`src/rtl/control_store_if.sv`:
```
// Bundle of the micro-sequencer / datapath signals around the control store.
// The master side drives the sequencer inputs and consumes the control word;
// the slave side is the control store itself.
interface control_store_if #(
    parameter int COUNT_W = 16
);

    // Sequencer and instruction inputs
    logic [3:0]         next_addr;
    logic [6:0]         op;
    logic               mem_ready;

    // Sequencer select and micro-PC view
    logic [2:0]         addr_ctl;
    logic [3:0]         curr_addr;

    // Datapath strobes and selects
    logic               pc_update;
    logic               branch;
    logic               reg_write;
    logic               mem_write;
    logic               ir_write;
    logic               adr_src;
    logic [1:0]         result_src;
    logic [1:0]         alu_src_a;
    logic [1:0]         alu_src_b;
    logic [1:0]         alu_op;

    // Status
    logic               illegal_op;
    logic [COUNT_W-1:0] instr_count;

    modport master (
        output next_addr, op, mem_ready,
        input  addr_ctl, curr_addr,
        input  pc_update, branch, reg_write, mem_write, ir_write, adr_src,
        input  result_src, alu_src_a, alu_src_b, alu_op,
        input  illegal_op, instr_count
    );

    modport slave (
        input  next_addr, op, mem_ready,
        output addr_ctl, curr_addr,
        output pc_update, branch, reg_write, mem_write, ir_write, adr_src,
        output result_src, alu_src_a, alu_src_b, alu_op,
        output illegal_op, instr_count
    );

endinterface

```
`src/rtl/control_store.sv`:
```
// Microcoded control store for a multicycle RISC-V style datapath.
// A 4-bit micro-PC selects one microword; the external address-select
// sequencer proposes the next microaddress, which is taken except when a
// memory microstep is stalled, an opcode is illegal in Decode, or the
// micro-PC has strayed into the unused range 11..15. Completing microsteps
// (MemWB, MemWrite, ALUWB, BEQ) bump a wrapping retired-instruction counter.
module control_store #(
    parameter int COUNT_W = 16
) (
    input  logic              clk,
    input  logic              reset,
    control_store_if.slave    cs
);

    typedef enum logic [3:0] {
        S_FETCH     = 4'd0,
        S_DECODE    = 4'd1,
        S_MEMADR    = 4'd2,
        S_MEMREAD   = 4'd3,
        S_MEMWB     = 4'd4,
        S_MEMWRITE  = 4'd5,
        S_EXECUTER  = 4'd6,
        S_ALUWB     = 4'd7,
        S_EXECUTEI  = 4'd8,
        S_JAL       = 4'd9,
        S_BEQ       = 4'd10
    } upc_t;

    localparam logic [6:0] OP_RTYPE = 7'b0110011;
    localparam logic [6:0] OP_ITYPE = 7'b0010011;
    localparam logic [6:0] OP_JAL   = 7'b1101111;
    localparam logic [6:0] OP_BEQ   = 7'b1100011;
    localparam logic [6:0] OP_LW    = 7'b0000011;
    localparam logic [6:0] OP_SW    = 7'b0100011;

    localparam logic [2:0] AC_INC   = 3'd0;
    localparam logic [2:0] AC_DISP1 = 3'd1;
    localparam logic [2:0] AC_DISP2 = 3'd2;
    localparam logic [2:0] AC_GO0   = 3'd3;
    localparam logic [2:0] AC_GO7   = 3'd4;

    localparam logic [COUNT_W-1:0] COUNT_ONE = {{(COUNT_W-1){1'b0}}, 1'b1};

    // Opcodes the dispatch tables know how to handle.
    function automatic logic op_legal(input logic [6:0] op_v);
        logic legal_v;
        case (op_v)
            OP_RTYPE, OP_ITYPE, OP_JAL,
            OP_BEQ, OP_LW, OP_SW:     legal_v = 1'b1;
            default:                  legal_v = 1'b0;
        endcase
        return legal_v;
    endfunction

    upc_t               upc_r;
    upc_t               upc_next_s;
    upc_t               seq_addr_s;
    logic [COUNT_W-1:0] count_r;
    logic               retire_s;

    logic [2:0]         addr_ctl_s;
    logic               pc_update_s;
    logic               branch_s;
    logic               reg_write_s;
    logic               mem_write_s;
    logic               ir_write_s;
    logic               adr_src_s;
    logic [1:0]         result_src_s;
    logic [1:0]         alu_src_a_s;
    logic [1:0]         alu_src_b_s;
    logic [1:0]         alu_op_s;
    logic               illegal_op_s;

    assign seq_addr_s = upc_t'(cs.next_addr);

    // Micro-PC and retired-instruction counter; reset wins over stall and count.
    always_ff @(posedge clk) begin
        if (reset) begin
            upc_r   <= S_FETCH;
            count_r <= {COUNT_W{1'b0}};
        end else begin
            upc_r <= upc_next_s;
            if (retire_s) begin
                count_r <= count_r + COUNT_ONE;
            end else begin
                count_r <= count_r;
            end
        end
    end

    // Microword decode, stall handling and next micro-PC selection.
    always_comb begin
        upc_next_s   = S_FETCH;
        retire_s     = 1'b0;
        addr_ctl_s   = AC_GO0;
        pc_update_s  = 1'b0;
        branch_s     = 1'b0;
        reg_write_s  = 1'b0;
        mem_write_s  = 1'b0;
        ir_write_s   = 1'b0;
        adr_src_s    = 1'b0;
        result_src_s = 2'b00;
        alu_src_a_s  = 2'b00;
        alu_src_b_s  = 2'b00;
        alu_op_s     = 2'b00;
        illegal_op_s = 1'b0;

        case (upc_r)
            S_FETCH: begin
                addr_ctl_s   = AC_INC;
                alu_src_b_s  = 2'b10;
                result_src_s = 2'b10;
                // IR and PC only update once the instruction word has arrived.
                if (cs.mem_ready) begin
                    ir_write_s  = 1'b1;
                    pc_update_s = 1'b1;
                    upc_next_s  = seq_addr_s;
                end else begin
                    upc_next_s  = upc_r;
                end
            end
            S_DECODE: begin
                addr_ctl_s  = AC_DISP1;
                alu_src_a_s = 2'b01;
                alu_src_b_s = 2'b01;
                if (op_legal(cs.op)) begin
                    upc_next_s = seq_addr_s;
                end else begin
                    illegal_op_s = 1'b1;
                    upc_next_s   = S_FETCH;
                end
            end
            S_MEMADR: begin
                addr_ctl_s  = AC_DISP2;
                alu_src_a_s = 2'b10;
                alu_src_b_s = 2'b01;
                upc_next_s  = seq_addr_s;
            end
            S_MEMREAD: begin
                addr_ctl_s = AC_INC;
                adr_src_s  = 1'b1;
                if (cs.mem_ready) begin
                    upc_next_s = seq_addr_s;
                end else begin
                    upc_next_s = upc_r;
                end
            end
            S_MEMWB: begin
                addr_ctl_s   = AC_GO0;
                result_src_s = 2'b01;
                reg_write_s  = 1'b1;
                retire_s     = 1'b1;
                upc_next_s   = seq_addr_s;
            end
            S_MEMWRITE: begin
                addr_ctl_s  = AC_GO0;
                adr_src_s   = 1'b1;
                // Write strobe is held for the whole access; it retires on ready.
                mem_write_s = 1'b1;
                if (cs.mem_ready) begin
                    retire_s   = 1'b1;
                    upc_next_s = seq_addr_s;
                end else begin
                    upc_next_s = upc_r;
                end
            end
            S_EXECUTER: begin
                addr_ctl_s  = AC_INC;
                alu_src_a_s = 2'b10;
                alu_op_s    = 2'b10;
                upc_next_s  = seq_addr_s;
            end
            S_ALUWB: begin
                addr_ctl_s  = AC_GO0;
                reg_write_s = 1'b1;
                retire_s    = 1'b1;
                upc_next_s  = seq_addr_s;
            end
            S_EXECUTEI: begin
                addr_ctl_s  = AC_GO7;
                alu_src_a_s = 2'b10;
                alu_src_b_s = 2'b01;
                alu_op_s    = 2'b10;
                upc_next_s  = seq_addr_s;
            end
            S_JAL: begin
                addr_ctl_s  = AC_GO7;
                alu_src_a_s = 2'b01;
                alu_src_b_s = 2'b10;
                pc_update_s = 1'b1;
                upc_next_s  = seq_addr_s;
            end
            S_BEQ: begin
                addr_ctl_s  = AC_GO0;
                alu_src_a_s = 2'b10;
                alu_op_s    = 2'b01;
                branch_s    = 1'b1;
                retire_s    = 1'b1;
                upc_next_s  = seq_addr_s;
            end
            default: begin
                // Unused microaddresses: everything idle, recover to Fetch.
                addr_ctl_s = AC_GO0;
                upc_next_s = S_FETCH;
            end
        endcase
    end

    assign cs.curr_addr   = upc_r;
    assign cs.instr_count = count_r;
    assign cs.addr_ctl    = addr_ctl_s;
    assign cs.pc_update   = pc_update_s;
    assign cs.branch      = branch_s;
    assign cs.reg_write   = reg_write_s;
    assign cs.mem_write   = mem_write_s;
    assign cs.ir_write    = ir_write_s;
    assign cs.adr_src     = adr_src_s;
    assign cs.result_src  = result_src_s;
    assign cs.alu_src_a   = alu_src_a_s;
    assign cs.alu_src_b   = alu_src_b_s;
    assign cs.alu_op      = alu_op_s;
    assign cs.illegal_op  = illegal_op_s;

endmodule

```
`src/flat_wrapper.sv`:
```
// flat-port wrapper written by rule: the top's interface ports become plain ports
module control_store_flat 
#(
    parameter int COUNT_W = 16
)
  (clk, reset, cs_next_addr, cs_op, cs_mem_ready, cs_addr_ctl, cs_curr_addr, cs_pc_update, cs_branch, cs_reg_write, cs_mem_write, cs_ir_write, cs_adr_src, cs_result_src, cs_alu_src_a, cs_alu_src_b, cs_alu_op, cs_illegal_op, cs_instr_count);
  control_store_if #(.COUNT_W(COUNT_W)) cs_i ();
  input  logic clk;
  input  logic reset;
  input wire logic [$bits(cs_i.next_addr)-1:0] cs_next_addr;
  input wire logic [$bits(cs_i.op)-1:0] cs_op;
  input wire logic [$bits(cs_i.mem_ready)-1:0] cs_mem_ready;
  output wire logic [$bits(cs_i.addr_ctl)-1:0] cs_addr_ctl;
  output wire logic [$bits(cs_i.curr_addr)-1:0] cs_curr_addr;
  output wire logic [$bits(cs_i.pc_update)-1:0] cs_pc_update;
  output wire logic [$bits(cs_i.branch)-1:0] cs_branch;
  output wire logic [$bits(cs_i.reg_write)-1:0] cs_reg_write;
  output wire logic [$bits(cs_i.mem_write)-1:0] cs_mem_write;
  output wire logic [$bits(cs_i.ir_write)-1:0] cs_ir_write;
  output wire logic [$bits(cs_i.adr_src)-1:0] cs_adr_src;
  output wire logic [$bits(cs_i.result_src)-1:0] cs_result_src;
  output wire logic [$bits(cs_i.alu_src_a)-1:0] cs_alu_src_a;
  output wire logic [$bits(cs_i.alu_src_b)-1:0] cs_alu_src_b;
  output wire logic [$bits(cs_i.alu_op)-1:0] cs_alu_op;
  output wire logic [$bits(cs_i.illegal_op)-1:0] cs_illegal_op;
  output wire logic [$bits(cs_i.instr_count)-1:0] cs_instr_count;
  assign cs_i.next_addr = cs_next_addr;
  assign cs_i.op = cs_op;
  assign cs_i.mem_ready = cs_mem_ready;
  assign cs_addr_ctl = cs_i.addr_ctl;
  assign cs_curr_addr = cs_i.curr_addr;
  assign cs_pc_update = cs_i.pc_update;
  assign cs_branch = cs_i.branch;
  assign cs_reg_write = cs_i.reg_write;
  assign cs_mem_write = cs_i.mem_write;
  assign cs_ir_write = cs_i.ir_write;
  assign cs_adr_src = cs_i.adr_src;
  assign cs_result_src = cs_i.result_src;
  assign cs_alu_src_a = cs_i.alu_src_a;
  assign cs_alu_src_b = cs_i.alu_src_b;
  assign cs_alu_op = cs_i.alu_op;
  assign cs_illegal_op = cs_i.illegal_op;
  assign cs_instr_count = cs_i.instr_count;
  control_store #(.COUNT_W(COUNT_W)) u_core (.clk(clk), .reset(reset), .cs(cs_i));
endmodule
```
`config.mk`:
```
export PLATFORM = sky130hd
export DESIGN_NAME = control_store_flat
export DESIGN_NICKNAME = d
export VERILOG_FILES = /design/src/rtl/control_store_if.sv /design/src/rtl/control_store.sv /design/src/flat_wrapper.sv
export SDC_FILE = /design/constraint.sdc
export NUM_CORES = 1
export LEC_CHECK = 0
export CAP_MARGIN = 20
export CORE_ASPECT_RATIO = 0.9
export CORE_MARGIN = 1.5
export CORE_UTILIZATION = 42
export DETAILED_ROUTE_END_ITERATION = 7
export PLACE_DENSITY = 0.85
export SLEW_MARGIN = 20
export SYNTH_ARGS = -nofsm -noshare
export SYNTH_HDL_FRONTEND = slang
export SYNTH_SLANG_ARGS = --single-unit
```
`constraint.sdc`:
```
create_clock -name clk -period 1.95 [get_ports clk]
set_input_delay 0.2925 -clock clk [delete_from_list [all_inputs] [get_ports clk]]
set_output_delay 0.2925 -clock clk [all_outputs]
set_load 0.05 [all_outputs]
```
# ---- Yosys cells after proc, flatten, opt, wreduce, memory -nomap -nowiden
# Index checks and enable logic that the tools add are counted.
dict set report totals {
  input_bits 14
  regBits 20
  output_inout_bits 38
  wordCells 54
}
dict set report op_classes {
  n_mux 20
  eq_ne 17
  reduce_logical 14
  n_addsub 1
}
# cell n
set ops {}
lappend ops {{adder 16 x 1 -> 16 bit (second input constant)} 1}
lappend ops {{== test 4 x 3 -> 1 bit (second input constant)} 4}
lappend ops {{case mux 2 bit (2 select lines)} 4}
lappend ops {{== test 7 x 6 -> 1 bit (second input constant)} 2}
lappend ops {{== test 7 bit (second input constant)} 2}
lappend ops {{== test 4 bit (second input constant)} 3}
lappend ops {{case mux 3 bit (4 select lines)} 1}
lappend ops {{case mux 4 bit (3 select lines)} 1}
lappend ops {{OR reduction 2 bit} 6}
lappend ops {{OR reduction 3 bit} 4}
lappend ops {{2-to-1 mux 1 bit} 10}
lappend ops {{== test 4 x 2 -> 1 bit (second input constant)} 2}
lappend ops {{2-to-1 mux 4 bit} 2}
lappend ops {{== test 7 x 2 -> 1 bit (second input constant)} 1}
lappend ops {{== test 7 x 5 -> 1 bit (second input constant)} 1}
lappend ops {{OR reduction 7 bit} 1}
lappend ops {{OR reduction 6 bit} 1}
lappend ops {{== test 4 x 1 -> 1 bit (second input constant)} 1}
lappend ops {{zero test 4 bit} 1}
lappend ops {{case mux 1 bit (2 select lines)} 2}
lappend ops {{OR reduction 4 bit} 1}
lappend ops {{inequality test 2 x 1 -> 1 bit (second input constant)} 1}

# ---- Logic depth before layout (Yosys ltp)
# Gate-level depths: netlist of the first run.
dict set report depth {
  depth_word 6
  depth_mapped 7
  mapped_depth_nobuf 5
}

# ---- Worst setup path before layout of the first run
# OpenSTA, ideal clock, no wires.
dict set report synth_path {
  path_kind {flip-flop to flip-flop}
  start {reg u_core.upc_r[0] (netlist: u_core.cs.curr_addr[0])}
  end {reg u_core.upc_r[1] (netlist: u_core.cs.curr_addr[1])}
  arrival_time_ns 2.894
  required_ns 1.811
  n_path_buf 1
  period_less_slack_ns 3.034
  stages_incl_launch_ff 6
  path_slack_ns -1.084
  setup_ns 0.139
  cell_sequence {dfxtp_1 > buf_2 > nor4_1 > a2bb2oi_1 > o311ai_2 > o32ai_1}
}
dict set report synth_between {
  elab_chain_cells 3
  elab_cells_between_ends 15
  classes_between {11 x eq/ne; 1 x mux; 3 x reduce/logical}
}
# item line
set synth_rtl {}
lappend synth_rtl {{from (decl)} control_store.sv:55} ;# upc_t upc_r;
lappend synth_rtl {{from (signal assigned)} control_store.sv:82} ;# upc_r <= upc_next_s;
lappend synth_rtl {{== test 4 x 3 -> 1 bit, or another cell as far along} control_store.sv:108} ;# case (upc_r)
lappend synth_rtl {{OR reduction 7 bit (no line) or OR reduction 3 bit (tied branches)} n/a}
lappend synth_rtl {{case mux 4 bit (3 select lines) or inequality test 2 x 1 -> 1 bit (tied branches)} n/a}
# Several ways; a longest one is shown, not always the timed one.
# A chain may end at the register's enable or synchronous reset.

# ---- Worst setup path after layout of the first run
dict set report layout_path {
  start {reg u_core.upc_r[0] (netlist: u_core.cs.curr_addr[0])}
  end {out cs_addr_ctl[1]}
}
dict set report layout_between {
  elab_chain_cells 3
  elab_cells_between_ends 10
  classes_between {6 x eq/ne; 1 x mux; 3 x reduce/logical}
}
# item line
set layout_rtl {}
lappend layout_rtl {{== test 4 x 3 -> 1 bit, or another cell as far along} control_store.sv:108}
lappend layout_rtl {{OR reduction 3 bit (no line) or OR reduction 2 bit (tied branches)} n/a}
lappend layout_rtl {{case mux 3 bit (4 select lines) (*)} control_store.sv:108}
lappend layout_rtl {{to (decl)} flat_wrapper.sv:13} ;# output wire logic [$bits(cs_i.addr_ctl)-1:0] cs_addr_ctl;
# Every way passes the cells marked *; elsewhere a longest branch is shown, timed or not.

==> results.md, run 1 <==
- CP required: 1.66 ns
- Top cells by count, synth: dfxtp_1 (20), a21oi_1 (17), nor2_1 (12)
- Reg clk slew, reported paths: 0.11 ns
- Synthesized area: 1230 um2
- Vias in the first global route: 1281
- TritonCTS Sinks: 20
- Post-synthesis mux area share: 0.0255
- Async set-reset flop share out of synthesis: 0
- Leak: 0.786 nW
- Fin Hold WS: 0.501 ns
- Outcome: complete, but fails checks
- XOR/XNOR share of the synthesized area: 0.0214
- Most common cell in the synthesized netlist: dfxtp_1
- Post-route clock period utilization: 1.02
- Final worst slack: -0.0450 ns
- Wire length of the first global-routing pass: 5.78 mm
- Final Wtd Congestion: 0.868
- Cts bufs inserted: 3
- TritonCTS clock tree: done
- Die area: 3260 um2
- Fill cell count: 184
- Largest family of logic cells by synthesized area: simple AND/OR/NAND/NOR gates
- Initial Utilization: 0.443
- Top cells by area, synth: dfxtp_1 (33%), a21oi_1 (6.9%), or3_1 (4.6%), o21ai_0 (4.5%), nand3_1 (3.7%)
- Synth Area in Simple Gates: 0.305
- Total Power: 1.38 mW
- Clk buf depth: 2
- Setup_tns: -0.0450 ns
- DR iter-0 viols: 60
- H-tree depth: 1
- WL/cell: 15.7 um
- Mapped Cells: 158
- Worst ir drop on vdd: 0.432 mV
- # hold bufs at CTS: 0
- EDFF count, synth: 0
- Slew Limit Fails: 0
- Total global routing overflow: 0
- Clock Latency Late Sink: 0.31 ns
- Crit path largest cell delay: 0.45 ns
- Synth Area in Compound Gates: 0.224
- Max-Cap Viols: 0
- Worst min-delay path category: reg -> reg
- Via count: 1454
- Post-Syn Nets: 173
- Worst clock skew: 0.00484 ns
- Synth Warn #: 0
- Fin crit period: 1.99 ns
- Max Fclk: 0.501 GHz
- CP Max Fanout: 8
- Net count, final: 232
- Crit Path Class: reg -> out
- DRC: 0
- DP HPWL: 2.83 mm
- Area leader, netlist: dfxtp_1
- Failing checks: negative setup slack
- Post-synth top area share: 0.326
- Syn avg cell area: 7.77 um2
- Share of the core filled with cells: 0.773
- Port-buffer cells: 51
- Io pins: 52
- Delay-heaviest family, CP: buffers and inverters
- Synth Flop Type: dfxtp_1
- FF+latch count, synth: 20
- Setup WS pre-CTS: -0.0264 ns
- Core area: 2770 um2
- Worst-Margin Slew: 0.515 ns
- Cell area power density: 644 nW/um2
- Area Growth Syn to Fin: 74.4%
- Setup violators final: 1
- Root Buffer: clkbuf_4
- Antenna cell count: 0
- Pin count of the biggest net entering global routing: 18
- Final wirelength: 4.00 mm
- Hold Fails Final Rpt: 0
- Headroom to the max-slew limit: 0.655
- CP bufs+invs: 3
- DR vias/cell: 5.70
- Die span in y: 54.3 um
- Arr. time, crit path: 1.70 ns
- Distinct cell type count after synthesis: 43
- Slowest CP cell: dfxtp_2
- Chip Width: 60.0 um
- Pre-antenna DRT Iters: 4
- Synth Area in Adders: 0.0102
- Startpoint Class: register
- Antenna Nets Post-Route: 0
- Seq/Total Area, Yosys: 0.326
- # rows: 18
- Overall global routing resource usage: 0.238
- Crit-path cells: buf_4 -> inv_1 -> mux2i_1 -> a21boi_4 -> buf_12
- Setup crit end kind: output port
- Initial antenna violation count: 0
- Layout cell share with drive strength beyond 1: 0.316
[per-layer routing]
layer	GRT usage	share of wire	up-vias
met2	0.404	0.51	68
met4	0.100	0.034	0
met5	0	0	-
met3	0.0473	0.059	12
met1	0.294	0.39	687
li1	-	-	687
[tightest hold or removal path: cells and delay by family, from the launching register on]
kind,cells,cell delay (ns)
flops,1,0.34
compound gates,2,0.12
[layout by cell type (no fill, tap or decap), types with 3 or more instances in the layout]
master           count
buf_12              16
or4_1                5
nor2_2               4
dfxtp_2              4
o31ai_1              5
clkbuf_4             3
o21ai_0             11
or3_1                9
and4_1               3
a21oi_2              3
a21oi_1             14
nor2_1               5
nand2_1              7
inv_1               10
nand3_1              9
buf_4               16
nor2_4               3
clkdlybuf4s50_1     30
dfxtp_1             14
[final cells by class]
type / count / area (um2) / area share
Timing Repair Buffer: 65 / 776 / 0.362
Sequential cell: 20 / 413 / 0.193
Tap cell: 40 / 50.0 / 0.0234
Inverter: 10 / 37.5 / 0.0175
Clock buffer: 3 / 22.5 / 0.0105
Multi-Input combinational cell: 117 / 842 / 0.393
[kinds of logic after synthesis]
logic type                 Yosys count
xor gates and xnor gates             3
and+or+nand+nor                     66
adders and majority gates            1
AOI/OAI and AO/OA                   44
DFF                                 20
muxes                                3
buffers and inverters               21
[metrics by stage]
stage,cell area (um2),std cells
2_1_floorplan,1360,158
3_5_place_dp,2040,247
3_3_place_gp,2040,247
4_1_cts,2070,250
5_1_grt,2140,255
6_report,2140,255
[final timing paths]
kind,startpoint,end,slack (ns),depth (start not counted)
min,u_core.cs.instr_count[10],u_core.cs.instr_count[10],0.50,2
max,u_core.cs.curr_addr[0],cs_addr_ctl[1],-0.04,5
min reg2reg,u_core.cs.instr_count[10],u_core.cs.instr_count[10],0.50,2
max reg2reg,u_core.cs.curr_addr[3],u_core.cs.instr_count[9],0.12,5
[state kept, by name, indices dropped and copies added, names as in the netlist]
register               count
u_core.cs.curr_addr        4
u_core.cs.instr_count     16
[what timing repair did]
action	in CTS	in global routing
buffers inserted	0	5
endpoints found under the hold margin	0	0
gates resized for setup	2	6
setup endpoints to repair	2	8
pin swaps	0	2
[power breakdown]
group	total, mW	internal, mW	switching (mW)
registers	0.455	0.423	0.0322
logic	0.719	0.311	0.408
clock network	0.204	0.0725	0.131
total	1.38	0.807	0.571
(Power assumes the default switching activity.)
==> inputs of run 2 (changes only) <==
- ABC_AREA: unset -> 1
- CORE_UTILIZATION: 42 -> 44
- PLACE_DENSITY: 0.85 -> 0.86
==> results.md, run 2 <==
- Outcome: complete, no violations (was complete, but fails checks)
- DP HPWL: 2.90 mm (was 2.83 mm)
- Die area: 3410 um2 (was 3260 um2)
- Port-buffer cells: 51 (unchanged)
- Vias in the first global route: 1381 (was 1281)
- Setup violators final: 0 (was 1)
- Antenna cell count: 0 (unchanged)
- Layout cell share with drive strength beyond 1: 0.152 (was 0.316)
- Slew Limit Fails: 0 (unchanged)
- Post-synth top area share: 0.297 (was 0.326)
- Antenna Nets Post-Route: 0 (unchanged)
- Cts bufs inserted: 3 (unchanged)
- Worst ir drop on vdd: 0.524 mV (was 0.432 mV)
- Reg clk slew, reported paths: 0.11 ns (about the same)
- Core area: 2840 um2 (was 2770 um2)
- # hold bufs at CTS: 0 (unchanged)
- Setup crit end kind: output port (unchanged)
- Pre-antenna DRT Iters: 4 (unchanged)
- Most common cell in the synthesized netlist: nand2_1 (was dfxtp_1)
- CP Max Fanout: 5 (was 8)
- Crit Path Class: reg -> out (unchanged)
- Initial antenna violation count: 0 (unchanged)
- Max-Cap Viols: 0 (unchanged)
- Setup WS pre-CTS: 0.169 ns (was -0.0264 ns)
- Clock Latency Late Sink: 0.30 ns (was 0.31 ns)
- Synth Area in Adders: 0.00927 (was 0.0102)
- Leak: 1.06 nW (was 0.786 nW)
- Crit path largest cell delay: 0.84 ns (was 0.45 ns)
- Delay-heaviest family, CP: buffers and inverters (unchanged)
- Overall global routing resource usage: 0.216 (was 0.238)
- Wire length of the first global-routing pass: 5.78 mm (about the same)
- Final worst slack: 0.0750 ns (was -0.0450 ns)
- Final Wtd Congestion: 0.901 (was 0.868)
- Fill cell count: 233 (was 184)
- Post-route clock period utilization: 0.962 (was 1.02)
- Pin count of the biggest net entering global routing: 29 (was 18)
- Post-synthesis mux area share: 0 (was 0.0255)
- Max Fclk: 0.533 GHz (was 0.501 GHz)
- Setup_tns: 0 ns (was -0.0450 ns)
- Syn avg cell area: 6.08 um2 (was 7.77 um2)
- Arr. time, crit path: 1.58 ns (was 1.70 ns)
- Mapped Cells: 222 (was 158)
- Most common cell after layout, fill and taps aside: nand2_1 (was clkdlybuf4s50_1)
- Area leader, netlist: dfxtp_1 (unchanged)
- Reg-to-Reg Start: u_core.cs.curr_addr[2] (was u_core.cs.curr_addr[3])
- Hold Crit Start: cs_next_addr[3] (was u_core.cs.instr_count[10])
- Final wirelength: 3.60 mm (was 4.00 mm)
- Initial Utilization: 0.476 (was 0.443)
- FF+latch count, synth: 20 (unchanged)
- Total global routing overflow: 0 (unchanged)
- Top cells by area, synth: dfxtp_1 (30%), nand2_1 (16%), nand3_1 (11%), inv_1 (10%), nor2_1 (8.1%) (was dfxtp_1 (33%), a21oi_1 (6.9%), or3_1 (4.6%), o21ai_0 (4.5%), nand3_1 (3.7%))
- Worst clock skew: 0.00134 ns (was 0.00484 ns)
- Startpoint Class: register (unchanged)
- Net count, final: 292 (was 232)
- Synth Warn #: 0 (unchanged)
- Worst min-delay path category: in -> reg (was reg -> reg)
- DRC: 0 (unchanged)
- Max FFs per register: 16 (unchanged)
- # rows: 18 (unchanged)
- DR iter-0 viols: 71 (was 60)
- Headroom to the max-slew limit: 0.639 (was 0.655)
- Cell area power density: 1110 nW/um2 (was 644 nW/um2)
- H-tree depth: 1 (unchanged)
- Worst-Margin Slew: 0.541 ns (was 0.515 ns)
- Distinct cell type count after synthesis: 24 (was 43)
- Fin Hold WS: 0.524 ns (was 0.501 ns)
- Io pins: 52 (unchanged)
- CP bufs+invs: 1 (was 3)
- Unrepaired setup endpoints after global routing: false
- Via count: 1607 (was 1454)
- Synthesized area: 1350 um2 (was 1230 um2)
- Start point of the critical path: u_core.cs.instr_count[7] (was u_core.cs.curr_addr[0])
- EDFF count, synth: 0 (unchanged)
- TritonCTS clock tree: done (unchanged)
- Seq/Total Area, Yosys: 0.297 (was 0.326)
- Async set-reset flop share out of synthesis: 0 (unchanged)
- Top cells by count, synth: nand2_1 (59), inv_1 (36), nand3_1 (29), nor2_1 (29), dfxtp_1 (20) (was dfxtp_1 (20), a21oi_1 (17), nor2_1 (12))
- Largest family of logic cells by synthesized area: simple AND/OR/NAND/NOR gates (unchanged)
- Post-Syn Nets: 237 (was 173)
- Area Growth Syn to Fin: 55.3% (was 74.4%)
- Synth Area in Compound Gates: 0.0732 (was 0.224)
- CP required: 1.66 ns (about the same)
- Chip Width: 61.4 um (was 60.0 um)
- Hold Fails Final Rpt: 0 (unchanged)
- Fin crit period: 1.88 ns (was 1.99 ns)
- Synth Area in Simple Gates: 0.484 (was 0.305)
- XOR/XNOR share of the synthesized area: 0 (was 0.0214)
- Synth Flop Type: dfxtp_1 (unchanged)
- TritonCTS Sinks: 20 (unchanged)
- Crit-path cells: clkdlybuf4s50_1 (was buf_4 -> inv_1 -> mux2i_1 -> a21boi_4 -> buf_12)
- Clk buf depth: 2 (unchanged)
- Slowest CP cell: clkdlybuf4s50_1 (was dfxtp_2)
- Most frequent cells in the layout: nand2_1 (59), inv_1 (36), nand3_1 (29) (was clkdlybuf4s50_1 (30), buf_12 (16), buf_4 (16))
- WL/cell: 11.4 um (was 15.7 um)
- Root Buffer: clkbuf_4 (unchanged)
- Die span in y: 55.6 um (was 54.3 um)
- DR vias/cell: 5.09 (was 5.70)
-- run 2: cell types whose count changed after synthesis, sizes merged, moves of 4 or more --
cell	previous run	this run
or3	9	0
a21oi	17	12
o21ai	11	5
nand4	2	10
buf	8	4
nand2	9	61
nand3	9	34
or4	5	0
nor2	12	30
inv	10	38
o31ai	5	0
-- run 2: worst paths after layout --
path                               endpoint  cells after the start  slack (ns)
setup / recovery          cs_instr_count[7]                      1        0.07
hold / removal       u_core.cs.curr_addr[3]                      3        0.52
setup reg to reg  u_core.cs.instr_count[11]                      9        0.29
hold reg to reg    u_core.cs.instr_count[0]                      1        0.54
-- run 2: layer usage --
metal / track usage / share of wire / vias to the layer above
met1: 0.290 / 0.44 / 722
met4: 0.0608 / 0.014 / 0
met3: 0.0375 / 0.055 / 6
met2: 0.351 / 0.49 / 53
met5: 0 / 0 / -
li1: - / - / 826
-- run 2: cells by family (layout without fill, tap and decap cells) --
family	after synthesis	after routing
buf+inv	42	96
compound gates	19	19
flops	20	20
fa+ha+maj	1	1
simple gates	140	140
-- run 2: per-stage QoR --
| step | utilization | instances | instance area [um2] | total power [mW] |
|---|---|---|---|---|
| 4_1_cts | 0.733 | 316 | 2080 | 2.33 |
| 6_report | 0.739 | 316 | 2100 | 2.32 |
| 2_1_floorplan | - | 222 | 1360 | 1.40 |
| 3_5_place_dp | 0.715 | 312 | 2030 | 1.99 |
| 3_3_place_gp | 0.715 | 312 | 2030 | 1.97 |
| 5_1_grt | 0.739 | 316 | 2100 | 2.41 |
-- run 2: layout make-up --
class,count,area (um2),share of cell area
clock inverter,1,30.0,0.0143
inverter,38,143,0.0680
multi-input combinational,160,776,0.370
clock buffer,3,22.5,0.0107
tap,40,50.0,0.0239
timing repair buffer,54,672,0.320
sequential,20,404,0.193
-- run 2: power by group --
group          internal (mW)  switching (mW)
Sequential             0.445          0.0607
Combinational          0.559           0.914
Clock                  0.208           0.131
Total                   1.21            1.11
-- run 2: worst min-delay path, stage by stage --
cell and delay [ns]:
clkdlybuf4s50_1 0.40, nand2_1 0.07, nor3_1 0.05
-- run 2: repair_timing --
action | CTS | global route
buffers inserted | 0 | 0
hold endpoints to repair | 0 | 0
endpoints found under the setup margin | 1 | 9
gates resized for setup | 1 | 7
